**src/rtl/mips_pc_sequencer_if.sv**
```systemverilog
// rtl/mips_pc_sequencer_if.sv - PC/run handshake between the sequencer and the MiniMIPS core
interface mips_pc_sequencer_if;
  logic [31:0] pc_new;
  logic [31:0] pc_next;
  logic        core_run;

  modport master (output pc_new, output core_run, input pc_next);
  modport slave  (input pc_new, input core_run, output pc_next);
endinterface

```
**src/rtl/mips_pc_sequencer.sv**
```systemverilog
// rtl/mips_pc_sequencer.sv - PC register and run/stop/step/breakpoint sequencer for the MiniMIPS core
module mips_pc_sequencer #(
  parameter logic [31:0] RESET_PC   = 32'd0,
  parameter int          IMEM_DEPTH = 256,
  parameter int          CNT_W      = 32
) (
  input  logic                 clk,
  input  logic                 rst_n,
  input  logic                 start,
  input  logic                 stop,
  input  logic                 step,
  input  logic                 clear,
  input  logic                 bp_en,
  input  logic [31:0]          bp_addr,
  mips_pc_sequencer_if.master  core,
  output logic [2:0]           state,
  output logic                 bp_flag,
  output logic [CNT_W-1:0]     cycle_cnt,
  output logic [CNT_W-1:0]     retired_cnt
);

  typedef enum logic [2:0] {
    S_IDLE   = 3'd0,
    S_RUN    = 3'd1,
    S_STEP   = 3'd2,
    S_PAUSED = 3'd3,
    S_HALTED = 3'd4,
    S_FAULT  = 3'd5
  } state_e;

  localparam logic [31:0] IMEM_LIMIT = 32'(IMEM_DEPTH);

  state_e             state_q, state_d;
  logic [31:0]        pc_q, pc_d;
  logic               bp_flag_q, bp_flag_d;
  logic               bp_skip_q, bp_skip_d;
  logic [CNT_W-1:0]   cycle_q, cycle_d;
  logic [CNT_W-1:0]   retired_q, retired_d;

  logic bp_hit;
  logic core_run;
  logic exec_halt;
  logic exec_fault;

  function automatic logic [CNT_W-1:0] sat_inc(input logic [CNT_W-1:0] v);
    return (v == '1) ? v : v + CNT_W'(1);
  endfunction

  // bp_skip lets the trapped instruction retire once on resume instead of re-trapping
  assign bp_hit     = bp_en && (pc_q == bp_addr) && !bp_skip_q;
  assign core_run   = ((state_q == S_RUN) && !bp_hit) || (state_q == S_STEP);
  assign exec_halt  = core_run && (core.pc_next == pc_q);
  assign exec_fault = core_run && !exec_halt && (core.pc_next >= IMEM_LIMIT);

  always_comb begin
    state_d   = state_q;
    pc_d      = pc_q;
    bp_flag_d = bp_flag_q;
    bp_skip_d = bp_skip_q;
    cycle_d   = cycle_q;
    retired_d = retired_q;

    if (state_q == S_RUN || state_q == S_STEP) begin
      cycle_d = sat_inc(cycle_q);
    end

    if (core_run) begin
      retired_d = sat_inc(retired_q);
      if (exec_halt) begin
        state_d = S_HALTED;
      end else if (exec_fault) begin
        state_d = S_FAULT;
      end else begin
        pc_d      = core.pc_next;
        bp_skip_d = 1'b0;
      end
    end

    case (state_q)
      S_IDLE: begin
        if (!stop) begin
          if (step)       state_d = S_STEP;
          else if (start) state_d = S_RUN;
        end
      end
      S_RUN: begin
        if (!exec_halt && !exec_fault) begin
          if (bp_hit) begin
            state_d   = S_PAUSED;
            bp_flag_d = 1'b1;
            bp_skip_d = 1'b1;
          end else if (stop) begin
            state_d = S_PAUSED;
          end
        end
      end
      S_STEP: begin
        if (!exec_halt && !exec_fault) state_d = S_PAUSED;
      end
      S_PAUSED: begin
        if (!stop) begin
          if (step) begin
            state_d   = S_STEP;
            bp_flag_d = 1'b0;
          end else if (start) begin
            state_d   = S_RUN;
            bp_flag_d = 1'b0;
          end
        end
      end
      default: ;
    endcase

    if (clear) begin
      state_d   = S_IDLE;
      pc_d      = RESET_PC;
      bp_flag_d = 1'b0;
      bp_skip_d = 1'b0;
      cycle_d   = '0;
      retired_d = '0;
    end
  end

  always_ff @(posedge clk or negedge rst_n) begin
    if (!rst_n) begin
      state_q   <= S_IDLE;
      pc_q      <= RESET_PC;
      bp_flag_q <= 1'b0;
      bp_skip_q <= 1'b0;
      cycle_q   <= '0;
      retired_q <= '0;
    end else begin
      state_q   <= state_d;
      pc_q      <= pc_d;
      bp_flag_q <= bp_flag_d;
      bp_skip_q <= bp_skip_d;
      cycle_q   <= cycle_d;
      retired_q <= retired_d;
    end
  end

  assign core.pc_new   = pc_q;
  assign core.core_run = core_run;
  assign state         = state_q;
  assign bp_flag       = bp_flag_q;
  assign cycle_cnt     = cycle_q;
  assign retired_cnt   = retired_q;

endmodule

```
**src/flat_wrapper.sv**
```systemverilog
// flat-port wrapper written by rule: the top's interface ports become plain ports
module mips_pc_sequencer_flat 
#(
  parameter logic [31:0] RESET_PC   = 32'd0,
  parameter int          IMEM_DEPTH = 256,
  parameter int          CNT_W      = 32
)
  (clk, rst_n, start, stop, step, clear, bp_en, bp_addr, state, bp_flag, cycle_cnt, retired_cnt, core_pc_new, core_core_run, core_pc_next);
  mips_pc_sequencer_if core_i ();
  input  logic clk;
  input  logic rst_n;
  input  logic start;
  input  logic stop;
  input  logic step;
  input  logic clear;
  input  logic bp_en;
  input  logic [31:0] bp_addr;
  output logic [2:0] state;
  output logic bp_flag;
  output logic [CNT_W-1:0] cycle_cnt;
  output logic [CNT_W-1:0] retired_cnt;
  output wire logic [$bits(core_i.pc_new)-1:0] core_pc_new;
  output wire logic [$bits(core_i.core_run)-1:0] core_core_run;
  input wire logic [$bits(core_i.pc_next)-1:0] core_pc_next;
  assign core_pc_new = core_i.pc_new;
  assign core_core_run = core_i.core_run;
  assign core_i.pc_next = core_pc_next;
  mips_pc_sequencer #(.RESET_PC(RESET_PC), .IMEM_DEPTH(IMEM_DEPTH), .CNT_W(CNT_W)) u_core (.clk(clk), .rst_n(rst_n), .start(start), .stop(stop), .step(step), .clear(clear), .bp_en(bp_en), .bp_addr(bp_addr), .core(core_i), .state(state), .bp_flag(bp_flag), .cycle_cnt(cycle_cnt), .retired_cnt(retired_cnt));
endmodule
```
**config.mk**
```make
export PLATFORM = sky130hd
export DESIGN_NAME = mips_pc_sequencer_flat
export DESIGN_NICKNAME = d
export VERILOG_FILES = /design/src/rtl/mips_pc_sequencer_if.sv /design/src/rtl/mips_pc_sequencer.sv /design/src/flat_wrapper.sv
export SDC_FILE = /design/constraint.sdc
export NUM_CORES = 1
export LEC_CHECK = 0
export CORE_MARGIN = 4
export CORE_UTILIZATION = 52
export DETAILED_ROUTE_END_ITERATION = 6
export MAX_ROUTING_LAYER = met4
export PLACE_DENSITY = 0.88
export SLEW_MARGIN = 10
export SYNTH_ARGS = -nofsm -noshare
export SYNTH_HDL_FRONTEND = slang
export SYNTH_SLANG_ARGS = --single-unit
```
**constraint.sdc**
```tcl
create_clock -name clk -period 6.2 [get_ports clk]
set_input_delay 0.93 -clock clk [delete_from_list [all_inputs] [get_ports clk]]
set_output_delay 0.93 -clock clk [all_outputs]
set_load 0.02 [all_outputs]
```
==> impl_table.tex <==
\begin{tabular}{lr}
\hline
Metric & Value \\
\hline
\multicolumn{2}{l}{\textbf{STA}} \\
Slew at the pin with the worst max-slew slack & just over 0.9 ns \\
Final worst-path setup slack & $\sim$1.5 ns \\
Total count of max-transition violations in the final report & 0 \\
Post-layout minimum cycle time & between 4 and 5 ns \\
Setup repair after global routing missed its margin & false \\
Post-route clock skew & around 0.013 ns \\
Accumulated negative setup slack & 0 ns \\
Crit share post-route & around three quarters \\
Final hold slack & approximately 0.51 ns \\
Achievable frequency & $\sim$0.21 GHz \\
Final setup violating endpoints & 0 \\
Worst slew margin relative to its limit & $\sim$38\% \\
Hold Violations, Final & 0 \\
\multicolumn{2}{l}{\textbf{Cells and area}} \\
Commonest non-fill, non-tap cells in the layout & clkdlybuf4s50\_1 (169), dfrtp\_1 (101), xor2\_1 (68), nor2\_1 (59), nand2\_1 (41) \\
Sequential cell area & around 2500 sq um \\
Area Overhead vs Synth & 35.0\% \\
N\_diodes & 0 \\
Layout fillers & about 830 \\
Post-layout net count & between 800 and 900 \\
Final instance area & a little under 8000 sq um \\
Most common cell after layout, fill and taps aside & clkdlybuf4s50\_1 \\
Fraction of layout cells with a size suffix above 1 & under 10\% \\
Multi-input logic area & 3040 sq um \\
\multicolumn{2}{l}{\textbf{Logic synthesis}} \\
Multiplexer share of the synthesized area & between 2 and 2.5\% \\
EDFF count, synth & 0 \\
Leading register cell type out of synthesis & dfrtp\_1 \\
Synth cell types & a little under 50 \\
Compound-gate portion of the synthesized area & 8.35\% \\
Main combinational cell family by area after synthesis & simple AND/OR/NAND/NOR gates \\
FFs w/ async S/R, synth & 100\% \\
Yosys synthesis warning count & 0 \\
Flip-flop and latch count after synthesis & about 100 \\
Synthesized area & around 5700 sq um \\
Post-Synthesis Net Count & just under 700 \\
Simple logic cell fraction of the synthesized area & roughly 28\% \\
Adder and majority gate portion of the synthesized area & less than 1\% \\
Mapped Cells & around 610 \\
Synthesized-area fraction occupied by xor and xnor cells & roughly 14\% \\
Synthesized area per cell & roughly 9.4 sq um \\
Portion of the post-synthesis area used by sequential elements & 44.2\% \\
\multicolumn{2}{l}{\textbf{Detailed routing}} \\
Routed vias/inst & about 5.7 \\
Detailed-router iteration count before antenna repair & 5 \\
Total wire length after detailed routing & 17200 microns \\
Via count & between 5000 and 6000 \\
Iter 0 DRT Violations & roughly 450 \\
Antenna violation net count after detailed routing & 0 \\
Routed length per placed instance & about 19 microns \\
Final routed DRC violation total & 0 \\
\multicolumn{2}{l}{\textbf{Floorplanning}} \\
Row Count & 38 \\
Initial core utilization & between 50\% and 60\% \\
Core area & around 11000 sq um \\
Die Height & about 110 microns \\
Horizontal die dimension & approximately 110 microns \\
I/O pin count & roughly 170 \\
Full die area & roughly 13000 sq um \\
\multicolumn{2}{l}{\textbf{Clock network}} \\
Hold\_buf cts & 0 \\
Post-CTS repair timing setup buffer count & 0 \\
Number of sinks handled by clock tree synthesis & about 100 \\
Post-CTS clock slew at the launch and capture registers of the worst setup and hold paths & about 0.090 ns \\
Max Buffers Root-to-Sink & 2 \\
TritonCTS clock tree & built \\
Count of cells resized by post-cts repair & 0 \\
Root Buffer & clkbuf\_8 \\
CTS buffer count & 9 \\
H-Tree Depth & 3 \\
Worst-Skew Late Latency & roughly 0.4 ns \\
\multicolumn{2}{l}{\textbf{Critical path}} \\
Class of the most critical setup path & in -> out \\
Cell chain of the critical path & clkdlybuf4s50\_1 -> xor2\_1 -> or4\_1 -> or3\_4 -> nor4\_4 -> nand2b\_1 -> o21ai\_0 -> clkdlybuf4s50\_1 \\
Slowest stage cell on the critical path & clkdlybuf4s50\_1 \\
Maximum single-stage delay on the critical path & 0.56 ns \\
R2r worst-path depth & 7 \\
Data arrival time of the critical path & $\sim$3.8 ns \\
Most common cell type on the critical path & clkdlybuf4s50\_1 \\
Setup crit start kind & primary input \\
Crit path max fanout & 7 \\
Endpoint class of the critical path & output pin \\
Required time at the endpoint of the critical path & roughly 5.3 ns \\
\multicolumn{2}{l}{\textbf{Place}} \\
Worst slack at placement & approximately 1.5 ns \\
Area after detailed placement & $\sim$7500 sq um \\
Count of port buffers added during placement & roughly 170 \\
Detail Placement HPWL & around 13000 microns \\
Final GP Congestion & just under 1 \\
\multicolumn{2}{l}{\textbf{Power and ir drop}} \\
Net switching power of the design & roughly 0.36 mW \\
Proportion of power drawn by flip-flops and latches & 50.4\% \\
Part of the power in the clock network & 34.5\% \\
Maximum vdd drop & 0.159 mV \\
Net switching share of the total power & roughly a quarter \\
Internal power component & 0.994 mW \\
PnR Total Power & around 1.4 mW \\
Combinational fraction of design power & 15.0\% \\
Power per standard cell area & 175 nW/um\^{}2 \\
Cell leakage power & between 3 and 4 nW \\
\multicolumn{2}{l}{\textbf{Global route}} \\
Remaining global-route overflow & 0 \\
Number of global-route vias before repair & $\sim$5400 \\
Wire length of the first global-routing pass & between 20000 and 30000 microns \\
All-layer global routing usage & between 20 and 30\% \\
Initial antenna violation count & 0 \\
Maximum number of pins on one net before global-route repair & 63 \\
\multicolumn{2}{l}{\textbf{Job}} \\
Max-capacitance violation count & 0 \\
\multicolumn{2}{l}{\textbf{Worst hold path}} \\
Hold Crit Class & in -> async \\
\multicolumn{2}{l}{\textbf{Outcome}} \\
Status & completed \\
\hline
\end{tabular}
[cells by family after synthesis]
group                      Yosys count
adders and majority gates            2
buffers and inverters               34
muxes                               12
and+or+nand+nor                    289
xor gates and xnor gates            94
AOI/OAI and AO/OA                   79
DFF                                101
[metal layers]
metal | GRT usage (%) | vias up | wire [microns]
met2 | 46.6 | 158 | 8670
met4 | 7.85 | 0 | 261
met3 | 5.72 | 24 | 915
li1 | - | 2489 | -
met5 | - | - | 0
met1 | 35.6 | 2565 | 7320
[registers in the layout, summed over array words and instances, names as in the netlist]
signal,cells
u_core.core.pc_new,32
u_core.cycle_cnt,32
u_core.retired_cnt,32
u_core.state,3
u_core.bp_flag,1
u_core.bp_skip_q,1
[worst paths after layout]
path,from,to,slack (ns)
setup / recovery,bp_addr[15],core_core_run,1.50
hold / removal,rst_n,u_core.retired_cnt[13],0.51
setup reg to reg,u_core.core.pc_new[0],u_core.retired_cnt[13],2.96
hold reg to reg,u_core.bp_skip_q,u_core.bp_skip_q,0.55
max in group asynchronous,rst_n,u_core.core.pc_new[14],4.53
min in group clk,u_core.bp_skip_q,u_core.bp_skip_q,0.55
[synth_stat cells, types with 2 or more instances]
cell	number	area share [%]
dfrtp_1	101	44
xor2_1	68	10
nor2_1	59	3.9
nand2_1	41	2.7
a21oi_1	34	3.0
nand3_1	29	2.5
and2_1	26	2.8
xnor2_1	26	4.0
nor4_1	23	2.5
nand4_1	22	2.4
clkbuf_1	15	0.98
nor3_1	15	1.3
or3_1	15	1.6
or4_1	15	2.0
o21ai_0	14	1.2
inv_1	12	0.79
nor2b_1	12	1.3
o31ai_1	11	1.4
and4_1	8	1.2
mux2i_1	8	1.4
nand2b_1	7	0.76
and3_1	6	0.66
o21ai_1	6	0.52
mux2_1	4	0.79
buf_6	3	0.59
o21a_1	3	0.39
a2111oi_0	2	0.31
buf_4	2	0.26
ha_1	2	0.44
nand4b_1	2	0.31
or2_2	2	0.22
[worst max-delay path: cells and delay by family]
family          cells  cell delay [ns]
simple gates        4             1.59
buf+inv             2             0.98
xor+xnor            1             0.19
compound gates      1             0.08
[final cells by class]
| cell class | count | area share, % |
|---|---|---|
| Multi-Input combinational cell | 476 | 39.3 |
| Sequential cell | 101 | 32.7 |
| Timing Repair Buffer | 173 | 22.2 |
| Tap cell | 140 | 2.27 |
| Clock buffer | 10 | 1.78 |
| Clock inverter | 6 | 1.12 |
| Inverter | 12 | 0.583 |
[power by group through the flow]
stage | Clock [mW] | Sequential (mW) | Combinational (mW)
3_5_place_dp | 0 | 0.694 | 0.201
4_1_cts | 0.476 | 0.681 | 0.203
5_1_grt | 0.507 | 0.683 | 0.221
3_3_place_gp | 0 | 0.693 | 0.198
2_1_floorplan | 0 | 0.699 | 0.0853
6_report | 0.467 | 0.682 | 0.203
[through the flow]
step | utilization [%] | cells
after floorplan | - | 611
after global placement | 69.5 | 902
after CTS | 71.6 | 918
final | 71.6 | 918
after global routing | 71.6 | 918
after detailed placement | 69.5 | 902
Note: power is estimated with default switching activity, not from simulation.
